===== config.mk =====
export PLATFORM = sky130hd
export DESIGN_NAME = fifo_stream_adapter
export DESIGN_NICKNAME = d
export VERILOG_FILES = /design/src/rtl/fifo_stream_adapter.sv
export SDC_FILE = /design/constraint.sdc
export NUM_CORES = 1
export LEC_CHECK = 0
export BUFFER_PORTS_ARGS = -buffer_cell sky130_fd_sc_hd__buf_2
export CAP_MARGIN = 30
export CELL_PAD_IN_SITES_DETAIL_PLACEMENT = 0
export CELL_PAD_IN_SITES_GLOBAL_PLACEMENT = 1
export CORE_MARGIN = 2
export CORE_UTILIZATION = 36
export DETAILED_ROUTE_END_ITERATION = 12
export PLACE_DENSITY = 0.77
export REMOVE_ABC_BUFFERS = 1
export SLEW_MARGIN = 20
export SYNTH_ARGS = -nofsm -noshare
export SYNTH_HDL_FRONTEND = slang
export SYNTH_SLANG_ARGS = --single-unit
export TNS_END_PERCENT = 1

===== constraint.sdc =====
create_clock -name clk -period 1.8 [get_ports clk]
set_input_delay 0.27 -clock clk [delete_from_list [all_inputs] [get_ports clk]]
set_output_delay 0.27 -clock clk [all_outputs]
set_load 0.05 [all_outputs]

===== src/rtl/fifo_stream_adapter.sv =====
// fifo_stream_adapter: pops words from a registered-output FIFO and presents
// them as a valid/ready stream. A 2-entry buffer plus one read credit covers
// the FIFO's 1-cycle read latency, so one word per cycle is sustained.
//
// Ports:
//   clk         system clock, rising edge
//   srst        synchronous active-high reset (overrides flush)
//   flush       drop buffered and in-flight words
//   fifo_empty  FIFO empty flag
//   fifo_dout   FIFO read data, valid the cycle after a pop
//   fifo_rd_en  pop request to FIFO (combinational)
//   m_valid     stream word valid (registered)
//   m_ready     consumer accepts word
//   m_data      stream data (registered, holds until accepted)
//   xfer_count  number of accepted words, wraps
module fifo_stream_adapter #(
    parameter int unsigned WIDTH     = 9,
    parameter int unsigned CNT_WIDTH = 16
) (
    input  logic                 clk,
    input  logic                 srst,
    input  logic                 flush,
    input  logic                 fifo_empty,
    input  logic [WIDTH-1:0]     fifo_dout,
    output logic                 fifo_rd_en,
    output logic                 m_valid,
    input  logic                 m_ready,
    output logic [WIDTH-1:0]     m_data,
    output logic [CNT_WIDTH-1:0] xfer_count
);

    localparam int unsigned OCC_W = 2;
    localparam int unsigned LVL_W = 3;

    logic [OCC_W-1:0]     occ_q, occ_d;
    logic                 inflight_q, inflight_d;
    logic                 valid_q, valid_d;
    logic [WIDTH-1:0]     head_q, head_d;
    logic [WIDTH-1:0]     tail_q, tail_d;
    logic [CNT_WIDTH-1:0] cnt_q, cnt_d;

    logic                 pop;
    logic                 arrival;
    logic [LVL_W-1:0]     level;

    // Words committed to this stage: buffered plus the one being read.
    assign level   = LVL_W'(occ_q) + LVL_W'(inflight_q);
    assign pop     = valid_q && m_ready;
    assign arrival = inflight_q && !flush;

    // Only pop when a slot is guaranteed free by the time the word lands.
    assign fifo_rd_en = !srst && !flush && !fifo_empty
                        && ((level < LVL_W'(2)) || pop);

    // Buffer bookkeeping: head is the presented word, tail the next one.
    always_comb begin
        occ_d      = occ_q;
        head_d     = head_q;
        tail_d     = tail_q;
        inflight_d = fifo_rd_en;
        cnt_d      = cnt_q + CNT_WIDTH'(pop);

        if (flush) begin
            occ_d = '0;
        end else begin
            case ({pop, arrival})
                2'b01: begin
                    if (occ_q == OCC_W'(0)) begin
                        head_d = fifo_dout;
                    end else begin
                        tail_d = fifo_dout;
                    end
                    occ_d = occ_q + OCC_W'(1);
                end
                2'b10: begin
                    if (occ_q == OCC_W'(2)) begin
                        head_d = tail_q;
                    end
                    occ_d = occ_q - OCC_W'(1);
                end
                2'b11: begin
                    if (occ_q == OCC_W'(2)) begin
                        head_d = tail_q;
                        tail_d = fifo_dout;
                    end else begin
                        head_d = fifo_dout;
                    end
                end
                default: ;
            endcase
        end

        valid_d = (occ_d != OCC_W'(0));
    end

    always_ff @(posedge clk) begin
        if (srst) begin
            occ_q      <= '0;
            inflight_q <= 1'b0;
            valid_q    <= 1'b0;
            head_q     <= '0;
            tail_q     <= '0;
            cnt_q      <= '0;
        end else begin
            occ_q      <= occ_d;
            inflight_q <= inflight_d;
            valid_q    <= valid_d;
            head_q     <= head_d;
            tail_q     <= tail_d;
            cnt_q      <= cnt_d;
        end
    end

    // The credit scheme must never let a landing word find the buffer full.
    always_ff @(posedge clk) begin
        if (!srst) begin
            assert (level <= LVL_W'(2));
            assert (!(arrival && !pop && occ_q == OCC_W'(2)));
        end
    end

    assign m_valid    = valid_q;
    assign m_data     = head_q;
    assign xfer_count = cnt_q;

endmodule


Word level (Yosys, flattened, before mapping)
Index checks and enable logic that the tools add are counted.

Reduce and logical (&&, ||, !) cells: 15. Add/subtract/negate cells: 4. Equality and inequality tests: 8. Mux-type cells: 9. Magnitude comparators: 1. Bitwise operators: 1.

Operator list (count): 9-bit 2-to-1 mux (5); 9-bit one-hot mux with 3 select lines (1); 9-bit one-hot mux with 2 select lines (1); 16-bit by 1-bit adder with 16-bit output (1); 2-bit != test (second input constant) (4); 4-bit AND reduction (2); 2-bit == test (second input constant) (3); 1-bit logical AND (5); 2-bit one-hot mux with 2 select lines (1); 2-bit nonzero test (2); 2-bit by 1-bit adder with 3-bit output (1); 1-bit zero test (3); 3-bit by 2-bit less-than comparator with 1-bit output (second input constant) (1); 3-bit nonzero test (1); 2-bit by 1-bit adder with 2-bit output (second input constant) (1); 2-bit by 1-bit == test with 1-bit output (second input constant) (1); 2-bit zero test (1); 2-bit 2-to-1 mux (1); 2-bit by 1-bit subtractor with 2-bit output (second input constant) (1); 1-bit logical OR (1); 1-bit inverter (1).

Logic and storage cells: 44. Bits of input ports: 14. Bits in registers: 38. Output and inout port bits: 27.

Logic depth before layout (Yosys ltp)
Gate-level depths: netlist of run 1.

Depth after elaboration: 6. Gate-level depth with buffers: 8. Mapped depth without buffers: 6.

Worst setup path after synthesis of run 1
OpenSTA, ideal clock, no wires.

Kind: register to output. Start point: register valid_q, in the netlist m_valid. End point: output port fifo_rd_en. Buffers on the path: 1. Stages on the path, launching flop included: 5. Data arrival time: 2558 ps. Path slack: -1028 ps. Data required time: 1530 ps. Cells stage by stage: dfxtp_1 > and2_1 > buf_2 > nor2_1 > nor4_1.

Longest elaborated chain between the ends: 3.

Ends and longest elaborated chain: from (decl) (line 37) `logic valid_q, valid_d;`; from (signal assigned) (line 107) `valid_q <= valid_d;`; 1-bit logical AND (line 48) `assign pop = valid_q && m_ready;`; 1-bit logical OR (line 53) `&& ((level < LVL_W'(2)) || pop);`; 1-bit logical AND (line 53); to (decl) (line 25) `output logic fifo_rd_en,`.

Every way passes these cells.

Final worst setup path of run 1
Ends and elaborated chain as after synthesis.

==> out/qor.txt, run 1 <==
STATUS
------------------------------------------------------------------------------
Run status                                                        finished clean

SYNTHESIS
------------------------------------------------------------------------------
Predominant post-synthesis flop cell                              sky130_fd_sc_hd__dfxtp_1
Flop and latch count out of synthesis                                       38
Area leader, netlist                                              sky130_fd_sc_hd__dfxtp_1
Number of different library cells in the post-synthesis netlist             36
Total of warnings raised by yosys                                            0
Post-synthesis sequential area ratio                                     0.439
Ranking of synthesized cells by instance count                    sky130_fd_sc_hd__dfxtp_1, sky130_fd_sc_hd__nor2_1, sky130_fd_sc_hd__mux2i_1, sky130_fd_sc_hd__xor2_1, sky130_fd_sc_hd__a211oi_1
Top-area cell type share of the netlist area                             0.439
Avg Inst Size Synth                                                   9.79 um2
Synth Instances                                                            177
Cell Area, Synth                                                   0.00173 mm2
Number of synthesized flops with an enable pin                               0
Dominant cells by area after synthesis                            sky130_fd_sc_hd__dfxtp_1, sky130_fd_sc_hd__mux2i_1, sky130_fd_sc_hd__nor2_1
Fraction of registers with async set or reset after synthesis                0
Dominant cell by count in the synthesized netlist                 sky130_fd_sc_hd__dfxtp_1

CLOCK TREE
------------------------------------------------------------------------------
Clock tree from TritonCTS                                                built
Root cell of the clock tree                                       sky130_fd_sc_hd__clkbuf_8
Setup bufs post-CTS                                                          0
Clock sink count                                                            38
Count of hold-fix buffers inserted at cts                                    0
Post-cts repair resize count                                                 0
Insertion delay of the later-clocked pin in the worst-skew pair         290 ps
H-tree depth                                                                 2
Clock-pin slew on the worst setup and hold paths                         80 ps
CTS Buf Count                                                                5
Number of buffers between clock root and the deepest sink                    2

GRT
------------------------------------------------------------------------------
Leftover overflow at the end of global routing                               0
Total Routing Usage GR                                                   0.139
Wire length of the first global-routing pass                           5.64 mm
Via count of the first global-routing pass                                1237
Most heavily used metal layer in global routing                           met2
Antenna violations before repair                                             0
Largest net degree at the start of global routing                           40
GR Util met2                                                             0.206
GR Layer Usage met3                                                     0.0713
Met1 GRT Util                                                            0.169

LAYOUT
------------------------------------------------------------------------------
Antenna fix cells                                                            0
Final cell count without fillers                                           275
Layout cells sized above 1                                               0.290
Post-synthesis to final-layout area growth                               20.9%
Net total in the final layout                                              236
Util after Layout                                                        0.446
Final std cell area, no fill                                       0.00209 mm2

RUN
------------------------------------------------------------------------------
Max-cap viol count                                                           0

WORST SETUP PATH
------------------------------------------------------------------------------
Cell with the most instances on the worst path                    sky130_fd_sc_hd__buf_4
Worst R2R Setup Slack                                                   250 ps
Cells along the critical path                                     and2_1 -> buf_4 -> nor2_1 -> nor4_1 -> buf_4
Worst reg2reg path startpoint                                          m_valid
Setup crit start kind                                                     flop
Data arrival, critical path                                            1420 ps
Delay of the slowest cell on the worst path                             350 ps
R2R depth                                                                    6
Critical path class                                               flop to output port
Top fanout value on the critical path                                        4
Kind of end point of the critical path                             output port
Worst path slowest cell                                           sky130_fd_sc_hd__dfxtp_1
Worst reg2reg path endpoint                                       xfer_count[14]
Data required time at the worst endpoint                               1530 ps

TIMING
------------------------------------------------------------------------------
Final setup violating endpoints                                              0
Max-Slew Margin vs Limit                                                 0.692
Clock Skew                                                             8.55 ps
Post-layout minimum cycle time                                         1690 ps
RSZ-0062 raised after global routing                                     false
Max Clk Rate                                                         0.590 GHz
Tcrit/Tclk final                                                         0.941
Slew at the pin with the worst max-slew slack                           462 ps
Final Hold Fails                                                             0
Slew Viols, Final                                                            0
Worst path setup slack after routing                                    106 ps

POWER
------------------------------------------------------------------------------
Maximum vdd ir drop                                                     449 uV
Leakage dissipation                                                    1.04 nW
Power density cells                                                 812 mW/mm2

ROUTING
------------------------------------------------------------------------------
Routed length per instance                                             12.1 um
Vias after detailed routing                                               1358
Total wire length                                                      3.34 mm
Number of nets still failing antenna checks after routing                    0
Drt first pass iters                                                         4
DRC Markers                                                                  0
Violation count after the first detailed-route iteration                    45
Vias per cell                                                             4.94

WORST HOLD PATH
------------------------------------------------------------------------------
Number of cells on the worst hold path                                       2
Startpoint of the tightest hold check path                          fifo_empty
Worst min-delay path class                                        input pin to flop
Worst-case hold path end point                                      inflight_q

DIE
------------------------------------------------------------------------------
Die Height                                                             73.4 um
Std cell rows                                                               25
Initial standard-cell utilization of the core                            0.369
Die Outline Area                                                   0.00538 mm2
Die Span X                                                             73.4 um
Top-Level Pins                                                              41
Core outline area                                                  0.00469 mm2

PLACEMENT
------------------------------------------------------------------------------
Port buffer count                                                           40
Post-DP HPWL                                                           2.35 mm
Last weighted congestion value of the routability-driven placer          0.798
Post-placement worst setup slack                                        166 ps
DP Cell Count                                                              267
Dpl cell area                                                      0.00198 mm2

[flip-flops by register name, summed over array words and instances (netlist names)]
signal      cells
occ_q           2
m_data          9
tail_q          9
inflight_q      1
m_valid         1
xfer_count     16
[cell families (layout without fill, tap and decap cells)]
group | after synthesis | count (layout) | synth area share
buffers and inverters | 13 | 57 | 0.0476
DFF | 38 | 38 | 0.439
and+or+nand+nor | 70 | 70 | 0.213
xor gates and xnor gates | 15 | 15 | 0.0758
AOI/OAI and AO/OA | 19 | 19 | 0.0931
adders and majority gates | 2 | 2 | 0.0144
muxes | 20 | 20 | 0.117
[area by class of cell]
class                           count  area (um2)
Fill cell                         483        2600
Multi-Input combinational cell    126         890
Clock inverter                      2        37.5
Sequential cell                    38         761
Timing Repair Buffer               48         263
Inverter                            1        3.75
Tap cell                           54        67.6
Clock buffer                        6        72.6
[metal layers]
metal	vias up	routed length [um]	share of wire
met3	6	264	0.079
met5	-	0	0
met2	38	1570	0.47
met1	617	1440	0.43
met4	0	57	0.017
li1	697	-	-
[power breakdown]
group	internal, mW	total (mW)	switching, mW
clock network	0.413	0.714	0.301
registers	0.851	0.859	0.00819
logic	0.0436	0.126	0.0828
[critical path, delay by kind of cell, from the launching register on]
family | cells | cell delay (ps)
AND/OR/NAND/NOR | 3 | 400
buffers and inverters | 2 | 390
flip-flops | 1 | 350
[cell usage in the layout (no fill, tap or decap), types with 4 or more instances in the layout]
cell / instances
sky130_fd_sc_hd__buf_2: 39
sky130_fd_sc_hd__dfxtp_1: 38
sky130_fd_sc_hd__nor2_1: 34
sky130_fd_sc_hd__mux2i_1: 18
sky130_fd_sc_hd__xor2_1: 12
sky130_fd_sc_hd__buf_4: 9
sky130_fd_sc_hd__a211oi_1: 8
sky130_fd_sc_hd__and2_1: 6
sky130_fd_sc_hd__nand4_1: 6
sky130_fd_sc_hd__clkbuf_8: 5
sky130_fd_sc_hd__nand3_1: 4
sky130_fd_sc_hd__nor2b_1: 4
[metrics by stage]
| stage | setup TNS, ps | total power, mW | hold slack, ps |
|---|---|---|---|
| CTS | 0 | 1.74 | 129 |
| floorplan | -1830 | 0.951 | 335 |
| finish | 0 | 1.70 | 148 |
| global route | 0 | 1.78 | 136 |
| global placement | 0 | 1.01 | 453 |
| detailed placement | 0 | 1.01 | 454 |
[worst max-delay path by stage]
| stage | start | endpoint | slack (ps) | cells past startpoint |
|---|---|---|---|---|
| finish | m_valid | fifo_rd_en | 110 | 5 |
| global route | occ_q[0] | fifo_rd_en | 0.08 | 4 |
| CTS | m_valid | fifo_rd_en | 40 | 5 |
| detailed placement | m_ready | xfer_count[14] | 170 | 7 |
| global placement | m_ready | xfer_count[14] | 170 | 7 |
| floorplan | m_valid | fifo_rd_en | -1020 | 3 |
Note: power is estimated with default switching activity, not from simulation.
==> run 2: changes to the inputs <==
Settings changed: CORE_ASPECT_RATIO set to 1.75, CORE_MARGIN 2 to 3.
==> run 2 against run 1 <==
Compared with the run above: global-route usage increased by 0.18 points; via count about the same; clock power decreased by 16%; flip-flop and latch count unchanged.
==> out/qor.txt, run 2 (same netlist as run 1, synthesis figures left out) <==
STATUS
-------------------------------------------------------------------------------------
Run status                                                               finished clean   unchanged

LAYOUT
-------------------------------------------------------------------------------------
Net total in the final layout                                                     236   unchanged
Most frequent standard cell in the layout excluding fill and tap cells   sky130_fd_sc_hd__buf_2   unchanged
Area taken by multi-input logic gates                                         890 um2   unchanged
Flip-flop count of the largest register after layout                               16   unchanged
Filler instances                                                                  461   was 483
Storage cell area                                                             761 um2   unchanged
Final std cell area, no fill                                              0.00207 mm2   was 0.00209 mm2
Post-synthesis to final-layout area growth                                      19.4%   was 20.9%
Highest-count cells in the layout ignoring fill and taps                 sky130_fd_sc_hd__buf_2, sky130_fd_sc_hd__dfxtp_1, sky130_fd_sc_hd__nor2_1   unchanged
Final cell count without fillers                                                  272   was 275
Antenna fix cells                                                                   0   unchanged
Layout cells sized above 1                                                      0.290   unchanged

CLOCK TREE
-------------------------------------------------------------------------------------
Insertion delay of the later-clocked pin in the worst-skew pair                290 ps   about the same
Root cell of the clock tree                                              sky130_fd_sc_hd__clkbuf_8   unchanged
Count of hold-fix buffers inserted at cts                                           0   unchanged
Clock-pin slew on the worst setup and hold paths                                70 ps   was 80 ps
H-tree depth                                                                        2   unchanged
Clock tree from TritonCTS                                                       built   unchanged
Clock sink count                                                                   38   unchanged
Setup bufs post-CTS                                                                 0   unchanged
CTS Buf Count                                                                       5   unchanged
Post-cts repair resize count                                                        0   unchanged
Number of buffers between clock root and the deepest sink                           2   unchanged

WORST SETUP PATH
-------------------------------------------------------------------------------------
Data required time at the worst endpoint                                      1530 ps   about the same
Top fanout value on the critical path                                               4   unchanged
Data arrival, critical path                                                   1410 ps   was 1420 ps
Kind of end point of the critical path                                    output port   unchanged
Setup crit start kind                                                            flop   unchanged
Critical path class                                                      flop to output port   unchanged
Delay of the slowest cell on the worst path                                    320 ps   was 350 ps
Worst path slowest cell                                                  sky130_fd_sc_hd__dfxtp_1   unchanged
Cells along the critical path                                            and2_1 -> buf_4 -> nor2_1 -> nor4_1 -> buf_2   was and2_1 -> buf_4 -> nor2_1 -> nor4_1 -> buf_4

ROUTING
-------------------------------------------------------------------------------------
Number of nets still failing antenna checks after routing                           0   unchanged
Drt first pass iters                                                                3   was 4
Violation count after the first detailed-route iteration                           37   was 45
Total wire length                                                             3.57 mm   was 3.34 mm
Vias after detailed routing                                                      1357   was 1358
Vias per cell                                                                    4.99   was 4.94
Routed length per instance                                                    13.1 um   was 12.1 um
DRC Markers                                                                         0   unchanged

TIMING
-------------------------------------------------------------------------------------
Slew at the pin with the worst max-slew slack                                  461 ps   was 462 ps
Final setup violating endpoints                                                     0   unchanged
Slew Viols, Final                                                                   0   unchanged
Final Hold Fails                                                                    0   unchanged
Post-layout minimum cycle time                                                1680 ps   was 1690 ps
Tcrit/Tclk final                                                                0.934   was 0.941
Max-Slew Margin vs Limit                                                        0.693   was 0.692
RSZ-0062 raised after global routing                                            false   unchanged
Clock Skew                                                                    9.80 ps   was 8.55 ps
Max Clk Rate                                                                0.595 GHz   was 0.590 GHz
Hold Slack                                                                     154 ps   was 148 ps

GRT
-------------------------------------------------------------------------------------
Largest net degree at the start of global routing                                  30   was 40
Total Routing Usage GR                                                          0.141   was 0.139
Via count of the first global-routing pass                                       1402   was 1237
Leftover overflow at the end of global routing                                      0   unchanged
Wire length of the first global-routing pass                                  6.35 mm   was 5.64 mm
Antenna violations before repair                                                    0   unchanged

PLACEMENT
-------------------------------------------------------------------------------------
Dpl cell area                                                             0.00198 mm2   about the same
Last weighted congestion value of the routability-driven placer                 0.715   was 0.798
DP Cell Count                                                                     264   was 267
Post-DP HPWL                                                                  2.57 mm   was 2.35 mm
Port buffer count                                                                  40   unchanged

DIE
-------------------------------------------------------------------------------------
Die Span X                                                                    58.4 um   was 73.4 um
Die Height                                                                    97.8 um   was 73.4 um
Initial standard-cell utilization of the core                                   0.383   was 0.369
Std cell rows                                                                      32   was 25
Die Outline Area                                                          0.00571 mm2   was 0.00538 mm2
Core outline area                                                         0.00452 mm2   was 0.00469 mm2
Top-Level Pins                                                                     41   unchanged

WORST HOLD PATH
-------------------------------------------------------------------------------------
Worst min-delay path class                                               input pin to flop   unchanged

POWER
-------------------------------------------------------------------------------------
Leakage dissipation                                                           1.04 nW   about the same
Maximum vdd ir drop                                                            494 uV   was 449 uV
Design Power                                                                  1.59 mW   was 1.70 mW
Power density cells                                                        768 mW/mm2   was 812 mW/mm2

RUN
-------------------------------------------------------------------------------------
Max-cap viol count                                                                  0   unchanged

[run 2: final timing paths]
path | startpoint | endpoint | slack, ps | depth (start not counted)
worst min register to register | tail_q[0] | tail_q[0] | 500 | 2
worst min-delay path | fifo_empty | inflight_q | 150 | 2
worst max-delay path | m_valid | fifo_rd_en | 120 | 5
worst max register to register | occ_q[0] | m_data[0] | 300 | 5
[run 2: report_power, final]
| group | switching (mW) | internal, mW | total, mW |
|---|---|---|---|
| registers | 0.00840 | 0.851 | 0.859 |
| clock network | 0.292 | 0.309 | 0.601 |
| logic | 0.0845 | 0.0440 | 0.129 |
[run 2: worst max-delay path, delay by kind of cell, from the launching register on]
family / cells / cell delay, ps
flops: 1 / 320
simple gates: 3 / 360
buf+inv: 2 / 440
[run 2: per-layer routing]
layer	vias to the layer above	track usage	wire, um
li1	693	-	-
met3	6	0.0450	211
met4	0	0.0589	70
met5	-	0	0
met1	623	0.156	1530
met2	35	0.239	1760
[run 2: final cells by class]
class                           count  area share
Inverter                            1     0.00181
Multi-Input combinational cell    126       0.430
Timing Repair Buffer               48       0.126
Clock inverter                      1     0.00242
Tap cell                           51      0.0308
Sequential cell                    38       0.368
Clock buffer                        7      0.0417
[run 2: through the flow]
step                      setup TNS, ps  worst slack, ps   util
final                                 0              119  0.457
after global routing                  0             22.3  0.457
after CTS                             0             84.5  0.457
after detailed placement              0              182  0.437
after global placement                0              196  0.437
after floorplan                   -1830            -1020      -
==> run 3: changes to the inputs <==
Settings changed: CORE_ASPECT_RATIO 1.75 to 0.8.
==> run 3 against run 2 <==
Compared with the run above: global-route usage fell by 0.62 points; via count fell by 0.15%; flip-flop and latch count did not move; combinational power barely moved; register-to-register slack got worse by 50 ps; hold slack improved by 19 ps; clock skew fell by 4.2 ps; non-clock buffer count rose by 2; clock power rose by 15%; cell area rose by 1.9%; routed wire length rose by 1.4%; clock-buffer cell count did not move.
==> out/qor.txt, run 3 (same netlist as run 1, synthesis figures left out) <==
TIMING
-------------------------------------------------------------------------------------
Slew at the pin with the worst max-slew slack                                  503 ps   was 461 ps
Slew Viols, Final                                                                   0   unchanged
Post-layout minimum cycle time                                                1710 ps   was 1680 ps
Worst path setup slack after routing                                          88.6 ps   was 119 ps
Final Hold Fails                                                                    0   unchanged
Max-Slew Margin vs Limit                                                        0.664   was 0.693
Total negative slack for setup checks                                            0 ps   unchanged
Tcrit/Tclk final                                                                0.951   was 0.934
RSZ-0062 raised after global routing                                            false   unchanged
Final setup violating endpoints                                                     0   unchanged
Max Clk Rate                                                                0.584 GHz   was 0.595 GHz
Clock Skew                                                                    5.64 ps   was 9.80 ps

WORST SETUP PATH
-------------------------------------------------------------------------------------
Cells along the critical path                                            and2_1 -> buf_4 -> nor2_1 -> nor4_1 -> buf_4   was and2_1 -> buf_4 -> nor2_1 -> nor4_1 -> buf_2
Kind of end point of the critical path                                    output port   unchanged
Top fanout value on the critical path                                               4   unchanged
Setup crit start kind                                                            flop   unchanged
Data arrival, critical path                                                   1440 ps   was 1410 ps
Data required time at the worst endpoint                                      1530 ps   about the same
Critical path class                                                      flop to output port   unchanged
Cell with the most instances on the worst path                           sky130_fd_sc_hd__buf_4
Worst path slowest cell                                                  sky130_fd_sc_hd__dfxtp_1   unchanged
Delay of the slowest cell on the worst path                                    320 ps   about the same

ROUTING
-------------------------------------------------------------------------------------
DRC Markers                                                                         0   unchanged
Vias per cell                                                                    4.84   was 4.99
Routed length per instance                                                    12.9 um   was 13.1 um
Vias after detailed routing                                                      1355   was 1357
Total wire length                                                             3.62 mm   was 3.57 mm
Violation count after the first detailed-route iteration                           82   was 37
Drt first pass iters                                                                4   was 3
Number of nets still failing antenna checks after routing                           0   unchanged

RUN
-------------------------------------------------------------------------------------
Max-cap viol count                                                                  0   unchanged

CLOCK TREE
-------------------------------------------------------------------------------------
CTS Buf Count                                                                       5   unchanged
H-tree depth                                                                        2   unchanged
Insertion delay of the later-clocked pin in the worst-skew pair                280 ps   was 290 ps
Clock tree from TritonCTS                                                       built   unchanged
Setup bufs post-CTS                                                                 0   unchanged
Clock sink count                                                                   38   unchanged
Number of buffers between clock root and the deepest sink                           2   unchanged
Root cell of the clock tree                                              sky130_fd_sc_hd__clkbuf_8   unchanged
Clock-pin slew on the worst setup and hold paths                                70 ps   about the same
Count of hold-fix buffers inserted at cts                                           0   unchanged

GRT
-------------------------------------------------------------------------------------
Wire length of the first global-routing pass                                  6.09 mm   was 6.35 mm
Antenna violations before repair                                                    0   unchanged
Largest net degree at the start of global routing                                  25   was 30
Total Routing Usage GR                                                          0.135   was 0.141
Leftover overflow at the end of global routing                                      0   unchanged
Via count of the first global-routing pass                                       1308   was 1402

DIE
-------------------------------------------------------------------------------------
Die Outline Area                                                          0.00569 mm2   was 0.00571 mm2
Core outline area                                                         0.00441 mm2   was 0.00452 mm2
Std cell rows                                                                      21   was 32
Top-Level Pins                                                                     41   unchanged
Initial standard-cell utilization of the core                                   0.393   was 0.383
Die Span X                                                                    83.6 um   was 58.4 um
Die Height                                                                    68.1 um   was 97.8 um

LAYOUT
-------------------------------------------------------------------------------------
Filler instances                                                                  442   was 461
Highest-count cells in the layout ignoring fill and taps                 sky130_fd_sc_hd__buf_2, sky130_fd_sc_hd__dfxtp_1, sky130_fd_sc_hd__nor2_1   unchanged
Net total in the final layout                                                     238   was 236
Post-synthesis to final-layout area growth                                      21.7%   was 19.4%
Antenna fix cells                                                                   0   unchanged
Most frequent standard cell in the layout excluding fill and tap cells   sky130_fd_sc_hd__buf_2   unchanged
Flip-flop count of the largest register after layout                               16   unchanged
Final cell count without fillers                                                  280   was 272
Layout cells sized above 1                                                      0.291   was 0.290

POWER
-------------------------------------------------------------------------------------
Maximum vdd ir drop                                                            574 uV   was 494 uV
Power density cells                                                        797 mW/mm2   was 768 mW/mm2
Leakage dissipation                                                           1.06 nW   was 1.04 nW

STATUS
-------------------------------------------------------------------------------------
Run status                                                               finished clean   unchanged

PLACEMENT
-------------------------------------------------------------------------------------
Post-placement worst setup slack                                               159 ps   was 182 ps
DP Cell Count                                                                     272   was 264
Port buffer count                                                                  40   unchanged
Post-DP HPWL                                                                  2.65 mm   was 2.57 mm
Last weighted congestion value of the routability-driven placer                 0.770   was 0.715

WORST HOLD PATH
-------------------------------------------------------------------------------------
Worst min-delay path class                                               input pin to flop   unchanged

-- run 3: what timing repair did --
action / CTS / global route
hold endpoints to repair: 0 / 0
resized for setup: 0 / 2
endpoints found under the setup margin: 0 / 1
-- run 3: cell type report --
cell class	count	area, um2	share of cell area
inverter	1	3.75	0.00178
tap	57	71.3	0.0338
multi-input combinational	126	890	0.422
clock inverter	1	30.0	0.0142
sequential	38	761	0.361
clock buffer	7	76.3	0.0362
timing repair buffer	50	278	0.132
-- run 3: stage by stage --
step	hold slack, ps	total power [mW]	area [um2]	util
floorplan	335	0.951	1650	-
global placement	457	1.01	2000	0.453
detailed placement	466	1.01	2000	0.453
CTS	162	1.70	2110	0.477
global route	162	1.76	2110	0.478
finish	174	1.68	2110	0.478
-- run 3: metal layers --
layer	vias up	track usage	part of all wire
met5	-	0	0
met4	0	0.0482	0.0058
met3	2	0.0433	0.049
met2	34	0.202	0.42
met1	619	0.182	0.52
li1	700	-	-
-- run 3: final timing paths --
path | startpoint | end | slack (ps) | cells after the start
worst max-delay path | m_valid | fifo_rd_en | 90 | 5
worst min-delay path | fifo_empty | inflight_q | 170 | 2
worst max register to register | m_valid | xfer_count[14] | 250 | 6
worst min register to register | tail_q[4] | tail_q[4] | 490 | 2
-- run 3: worst max-delay path: cells and delay by family, from the launching register on --
family | cells | cell delay, ps
and+or+nand+nor | 3 | 430
buffers and inverters | 2 | 400
DFF | 1 | 320
-- run 3: report_power, final --
part	switching, mW	internal [mW]	leakage [nW]
Clock	0.275	0.414	0.0524
Combinational	0.0856	0.0461	0.696
Sequential	0.00831	0.851	0.307
